--- src/rtl/divider.sv ---
// Iterative radix-2 non-restoring divider for RISC-V DIV/DIVU/REM/REMU with ready/flush handshake.
// Define DIV_EARLY_OUT_EN to finish early when |dividend| < |divisor|; results are identical either way.
module divider #(
    parameter int XLEN = 32
) (
    input  logic            clk,
    input  logic            rst,
    input  logic            valid_i,
    input  logic [XLEN-1:0] op1,
    input  logic [XLEN-1:0] op2,
    input  logic [1:0]      mode,
    input  logic            flush,
    output logic            ready_o,
    output logic            valid_o,
    output logic [XLEN-1:0] result_o
);

    localparam int CW = $clog2(XLEN);
    localparam logic [XLEN-1:0] MIN_NEG = {1'b1, {(XLEN-1){1'b0}}};

    typedef enum logic [1:0] {IDLE, CALC, FIX} state_t;

    state_t          state_q;
    logic [CW-1:0]   cnt_q;
    logic [XLEN:0]   p_q;
    logic [XLEN-1:0] q_q;
    logic [XLEN-1:0] d_q;
    logic            q_neg_q;
    logic            r_neg_q;
    logic            is_rem_q;

    logic            is_signed;
    logic            a_neg;
    logic            b_neg;
    logic [XLEN-1:0] a_mag;
    logic [XLEN-1:0] b_mag;
    logic            div_zero;
    logic            overflow;
    logic            early;
    logic [XLEN:0]   p_sh;
    logic [XLEN:0]   p_d;
    logic [XLEN:0]   p_fix;
    logic [XLEN-1:0] quo_res;
    logic [XLEN-1:0] rem_res;

    assign ready_o = (state_q == IDLE);

    always_comb begin
        is_signed = ~mode[0];
        a_neg     = is_signed & op1[XLEN-1];
        b_neg     = is_signed & op2[XLEN-1];
        a_mag     = a_neg ? (~op1 + 1'b1) : op1;
        b_mag     = b_neg ? (~op2 + 1'b1) : op2;
        div_zero  = (op2 == '0);
        overflow  = is_signed && (op1 == MIN_NEG) && (op2 == '1);
`ifdef DIV_EARLY_OUT_EN
        early     = !div_zero && (a_mag < b_mag);
`else
        early     = 1'b0;
`endif
    end

    // The decision uses the sign of the unshifted remainder: the shift may overflow
    // XLEN+1 bits, but the add/sub brings the value back into range modulo 2^(XLEN+1).
    always_comb begin
        p_sh    = {p_q[XLEN-1:0], q_q[XLEN-1]};
        p_d     = p_q[XLEN] ? (p_sh + {1'b0, d_q}) : (p_sh - {1'b0, d_q});
        p_fix   = p_q[XLEN] ? (p_q + {1'b0, d_q}) : p_q;
        quo_res = q_neg_q ? (~q_q + 1'b1) : q_q;
        rem_res = r_neg_q ? (~p_fix[XLEN-1:0] + 1'b1) : p_fix[XLEN-1:0];
    end

    // NOTE: all state updates here are non-blocking so every register sees pre-edge values.
    always_ff @(posedge clk) begin
        if (rst) begin
            state_q  <= IDLE;
            cnt_q    <= '0;
            p_q      <= '0;
            q_q      <= '0;
            d_q      <= '0;
            q_neg_q  <= 1'b0;
            r_neg_q  <= 1'b0;
            is_rem_q <= 1'b0;
            valid_o  <= 1'b0;
            result_o <= '0;
        end else begin
            valid_o <= 1'b0;
            if (flush) begin
                state_q <= IDLE;
            end else begin
                case (state_q)
                    IDLE: begin
                        if (valid_i) begin
                            is_rem_q <= mode[1];
                            cnt_q    <= '0;
                            d_q      <= b_mag;
                            if (div_zero) begin
                                // Raw results with cleared signs pass through FIX unchanged.
                                q_q     <= '1;
                                p_q     <= {1'b0, op1};
                                q_neg_q <= 1'b0;
                                r_neg_q <= 1'b0;
                                state_q <= FIX;
                            end else if (overflow) begin
                                q_q     <= MIN_NEG;
                                p_q     <= '0;
                                q_neg_q <= 1'b0;
                                r_neg_q <= 1'b0;
                                state_q <= FIX;
                            end else if (early) begin
                                q_q     <= '0;
                                p_q     <= {1'b0, a_mag};
                                q_neg_q <= a_neg ^ b_neg;
                                r_neg_q <= a_neg;
                                state_q <= FIX;
                            end else begin
                                q_q     <= a_mag;
                                p_q     <= '0;
                                q_neg_q <= a_neg ^ b_neg;
                                r_neg_q <= a_neg;
                                state_q <= CALC;
                            end
                        end
                    end
                    CALC: begin
                        p_q   <= p_d;
                        q_q   <= {q_q[XLEN-2:0], ~p_d[XLEN]};
                        cnt_q <= cnt_q + 1'b1;
                        if (cnt_q == CW'(XLEN - 1)) begin
                            state_q <= FIX;
                        end
                    end
                    FIX: begin
                        result_o <= is_rem_q ? rem_res : quo_res;
                        valid_o  <= 1'b1;
                        state_q  <= IDLE;
                    end
                    default: state_q <= IDLE;
                endcase
            end
        end
    end

endmodule

--- config.mk ---
export PLATFORM = sky130hd
export DESIGN_NAME = divider
export DESIGN_NICKNAME = d
export VERILOG_FILES = /design/src/rtl/divider.sv
export SDC_FILE = /design/constraint.sdc
export NUM_CORES = 1
export LEC_CHECK = 0
export BUFFER_PORTS_ARGS = -buffer_cell sky130_fd_sc_hd__buf_2
export CAP_MARGIN = 20
export CORE_MARGIN = 2
export CORE_UTILIZATION = 67
export DETAILED_ROUTE_END_ITERATION = 16
export GPL_TIMING_DRIVEN = 0
export PLACE_DENSITY = 0.95
export SYNTH_ARGS = -nofsm -noshare
export SYNTH_HDL_FRONTEND = slang
export SYNTH_SLANG_ARGS = --single-unit
--- constraint.sdc ---
create_clock -name clk -period 9 [get_ports clk]
set_clock_uncertainty 0.05 [all_clocks]
set_input_delay 0.9 -clock clk [delete_from_list [all_inputs] [get_ports clk]]
set_output_delay 0.9 -clock clk [all_outputs]
set_load 0.05 [all_outputs]
Word level (Yosys, flattened, before mapping):

Index checks and enable logic that the tools add are counted.
Widths: inputs -> output; s select.

* flip-flop bits (word level): 140
* word-level logic and storage cells: 71
* output and inout port bits: 34
* input port bits: 70

* multiplexer cells: 26
* $add $sub $neg: 8
* eq/ne operators: 7
* bitwise gates (word level): 10
* reduce and logical (&&, ||, !) cells: 10

Operators by type and width (count)
* $mux 32: 10
* $add 32x1->32 const B: 4
* $not 32->32: 4
* $mux 33: 2
* $pmux 33 s2: 1
* $eq 32x32->1 const B: 2
* $pmux 32 s2: 1
* $add 33x32->33: 1
* $sub 33x32->33: 1
* $add 32x32->32: 1
* $logic_not 32->1: 1
* $pmux 5 s2: 1
* $mux 2: 4
* $reduce_and 3->1: 2
* $add 5x1->5 const B: 1
* $eq 5x5->1 const B: 1
* $mux 1: 5
* $mux 5: 1
* $ne 2x2->1 const B: 2
* $pmux 2 s2: 1
* $reduce_and 2->1: 2
* $not 1->1: 3
* $and 1x1->1: 2
* $eq 2x1->1 const B: 1
* 6 further kinds: 7

Logic depth before layout (Yosys ltp):

* depth in word-level cells: 7
* gate-level depth with buffers: 22
* depth with buffers taken out: 17

Worst setup path before layout:

OpenSTA, ideal clock, no wires.

* path kind: register to register
* start point: register p_q[32]
* end point: register p_q[27]
* data required time: 8.859 ns
* period minus slack after synthesis: 5.227 ns
* arrival: 5.087 ns
* path slack: 3.773 ns
* stages on the path, launching flop included: 22
* cell sequence: dfxtp_1 > buf_2 > buf_2 > clkbuf_1 > buf_1 > buf_2 > buf_2 > buf_1 > buf_1 > nor2_1 > xnor2_1 > ha_1 > a21o_1 > a2111oi_2 > o311ai_0 > nand3_1 > a21oi_1 > or3_1 > clkbuf_1 > a311oi_1 > xor2_1 > a311oi_1

* word-level cells in the longest chain between the ends: 2

RTL lines
* from (decl): RTL line 25 `logic [XLEN:0] p_q;`
* from (signal assigned): RTL line 100 `p_q <= {1'b0, op1};`
* from (signal assigned): RTL line 112 `p_q <= {1'b0, a_mag};`
* from (signal assigned): RTL line 126 `p_q <= p_d;`
* $mux 33: RTL line 67 `p_d = p_q[XLEN] ? (p_sh + {1'b0, d_q}) : (p_sh - {1'b0, d_q});`
* $pmux 33 s2: RTL line 91 `case (state_q)`

No other way between the ends.
A chain may end at the register's enable or synchronous reset.

Final worst setup path:

Ends and elaborated chain as after synthesis.

==> impl_metrics.ini <==
[global_route]
gr-total-overflow = 0
grt_pass1_wl_mm = 82.12
antenna_found_initial = 0
grt_pass1_vias = 14923
track_usage_pct = 49.38
grt_max_degree = 17

[floorplan]
design.core.area_um2 = 19590
initial_core_util_pct = 68.70
dieArea_um2 = 21240
die_h_um = 145.7
die_w_um = 145.7
pin_count = 104
row_count = 51

[cells_and_area]
final_common_cell = nor2_1
instances_no_fill = 2238
fin_util_pct = 76.02
stdcell_area_um2 = 14890
nets = 2103
drive_gt1_share_pct = 9.782
diodes = 0
final_cell_mix = 245 x nor2_1, 156 x a21oi_1, 152 x nand2_1, 140 x dfxtp_1, 116 x buf_2
area_delta_synth_final_pct = 10.65

[routing]
vias = 16283
drtPass1Iterations = 11
vias_per_cell = 7.276
top_layer = met4
ant_nets = 0
dr_wl_met3_mm = 8.487
post_drt_wl_per_cell_um = 24.35
met2_length_mm = 23.00
routed_wl_mm = 54.50
drc = 0
drt-initial-drc-count = 2685
wl_met1_mm = 18.98

[sta]
max_freq_mhz = 139.0
setup_slack_ns = 1.803
period_share_pct = 79.96
setup_viol = 0
maxSlewViolCount = 0
rsz0062_at_grt = false
tightest_slew_ns = 1.071
slew_headroom_pct = 27.67
tns_ns = 0
period_minus_slack_ns = 7.197
final_hold_viol_count = 0

[synth]
synth_cell_types = 100
ys.flop_type = dfxtp_1
synth_async_sr_flop_share_pct = 0
synthCells = 1838
synth_seq_cells = 140
synth_area_um2 = 13460
ys_seq_area_share_pct = 20.82
syn_avg_cell_area_um2 = 7.323
synth-edff-count = 0
syn_nets = 1981
yosysWarnings = 0

[critical_path]
worstPathCellList = buf_2 > buf_2 > clkbuf_1 > buf_1 > buf_2 > buf_2 > buf_1 > buf_1 > nor2_1 > xnor2_1 > ha_1 > a21o_1 > a2111oi_2 > o311ai_0 > nand3_1 > a21oi_1 > or3_1 > clkbuf_1 > a311oi_1 > xor2_1 > a311oi_1
r2r_setup_slack_ns = 1.80
end_kind = flip-flop
cp-startpoint = p_q[32]
worstSetupPathType = reg2reg
slowest_stage = buf_1
worstPathMaxFanout = 10
cp-endpoint = p_q[27]
worst_ep_arrival_time_ns = 7.50
worst_setup_path_start_kind = flip-flop
required_ns = 9.30
timing.critical_path.mode_cell = buf_2
r2r-end = p_q[27]
critPathMaxStageDelay_ns = 0.50
r2r_cells = 21
r2r-start = p_q[32]

[cts]
clockBufferDepth = 2
root_buffer = clkbuf_16
cts_resized = 0
clkTransAtPathRegs_ns = 0.07
cts_sinks = 140
cts_tree = built
htree_levels = 4
postCtsHoldBufs = 0
cts_setup_buffers = 0
cts_buffers = 17
clk_latency_ns = 0.45

[placed_design]
hpwlAfterDp_mm = 41.13
placed_cells = 2206
port_buffers = 103
globalplace.congestion = 1.055
dp_slack_ns = 2.169
placed_area_um2 = 14310

[job]
cap_viol_max_count = 0

[power]
power.density_nw_per_um2 = 171.3
ir_drop_v = 0.0001635
p_leak_nw = 5.753

[min_path]
hp-start = result_o[27]
holdCritPathClass = reg2reg

[status]
status = completed
cells in the mapped netlist (all sizes together) (4+ instances only):
master	instances	share of area, %
a21oi	157	5.9
o211ai	16	0.89
nor2b	15	0.70
a311oi	13	0.89
and2	9	0.42
a2111oi	8	0.91
and3	15	0.70
a22oi	8	0.45
a221oi	21	1.4
o21ai	96	3.6
xor2	92	6.0
dfxtp	140	21
nor2	245	6.8
nand4	27	1.3
or3	22	1.0
ha	71	6.6
o41ai	12	0.98
a31oi	22	1.1
nand2b	19	0.88
a41oi	6	0.39
o31a	5	0.33
o221ai	20	1.3
nor3b	9	0.50
or2	8	0.37
nand3	44	1.6
nor3	88	3.4
or4	13	0.78
a21o	31	1.7
xnor2	79	5.1
o21bai	11	0.64
mux2i	13	0.97
o21a	13	0.73
a211oi	76	4.4
clkbuf	88	2.5
mux2	4	0.33
nand2	152	4.2
nor4	21	1.4
buf	26	0.99
inv	32	0.89
a211o	7	0.46
o31ai	27	1.5
sequential cells by signal (all words and copies together) (netlist names):
signal / count
cnt_q: 5
valid_o: 1
state_q: 2
d_q: 32
q_neg_q: 1
r_neg_q: 1
q_q: 32
is_rem_q: 1
result_o: 32
p_q: 33
critical path: cells and delay by family, from the launching register on:
kind	cells	cell delay [ns]
simple gates	3	0.74
buf+inv	9	3.38
xor+xnor	2	0.31
flops	1	0.34
fa+ha+maj	1	0.35
compound gates	6	1.91
kinds of logic (layout without fill, tap and decap cells):
family / Yosys count / after routing / share of synthesized area, %
mux: 17 / 17 / 1.301
xor+xnor: 172 / 172 / 11.29
compound gates: 584 / 584 / 30.00
buf+inv: 148 / 283 / 4.397
fa+ha+maj: 73 / 73 / 6.898
flops: 140 / 140 / 20.82
simple gates: 704 / 704 / 25.29
metal layers:
metal / vias up / track usage [%]
li1: 7087 / -
met1: 7434 / 61.76
met2: 1413 / 75.71
met3: 349 / 13.23
met4: 0 / 30.59
met5: - / 0
report_power, final:
| part | leakage [nW] | internal, mW | switching (mW) |
|---|---|---|---|
| logic | 4.34 | 0.380 | 0.693 |
| clock network | 0.267 | 0.413 | 0.319 |
| registers | 1.14 | 0.657 | 0.0885 |
stage by stage:
| stage | total power [mW] | hold slack, ns |
|---|---|---|
| after CTS | 2.473 | 0.4026 |
| after global placement | 1.730 | 0.3812 |
| after global routing | 2.626 | 0.4273 |
| after floorplan | 1.448 | 0.3819 |
| after detailed placement | 1.757 | 0.3938 |
| final | 2.551 | 0.3984 |
cell type report:
type / instances / area (um^2)
Inverter: 34 / 127.6
Fill cell: 1549 / 4697
Multi-Input combinational cell: 1550 / 10060
Sequential cell: 140 / 2803
Buffer: 114 / 464.2
Tap cell: 265 / 331.6
Timing Repair Buffer: 103 / 515.5
Clock buffer: 18 / 429.2
Clock inverter: 14 / 157.7
worst min path at each step:
stage,slack (ns),end,cells past startpoint
final,0.40,result_o[27],2
after global routing,0.43,result_o[28],2
after CTS,0.40,result_o[27],2
after detailed placement,0.39,result_o[27],2
after global placement,0.38,result_o[27],2
after floorplan,0.38,d_q[31],2
Power figures use the tool's default switching activity.
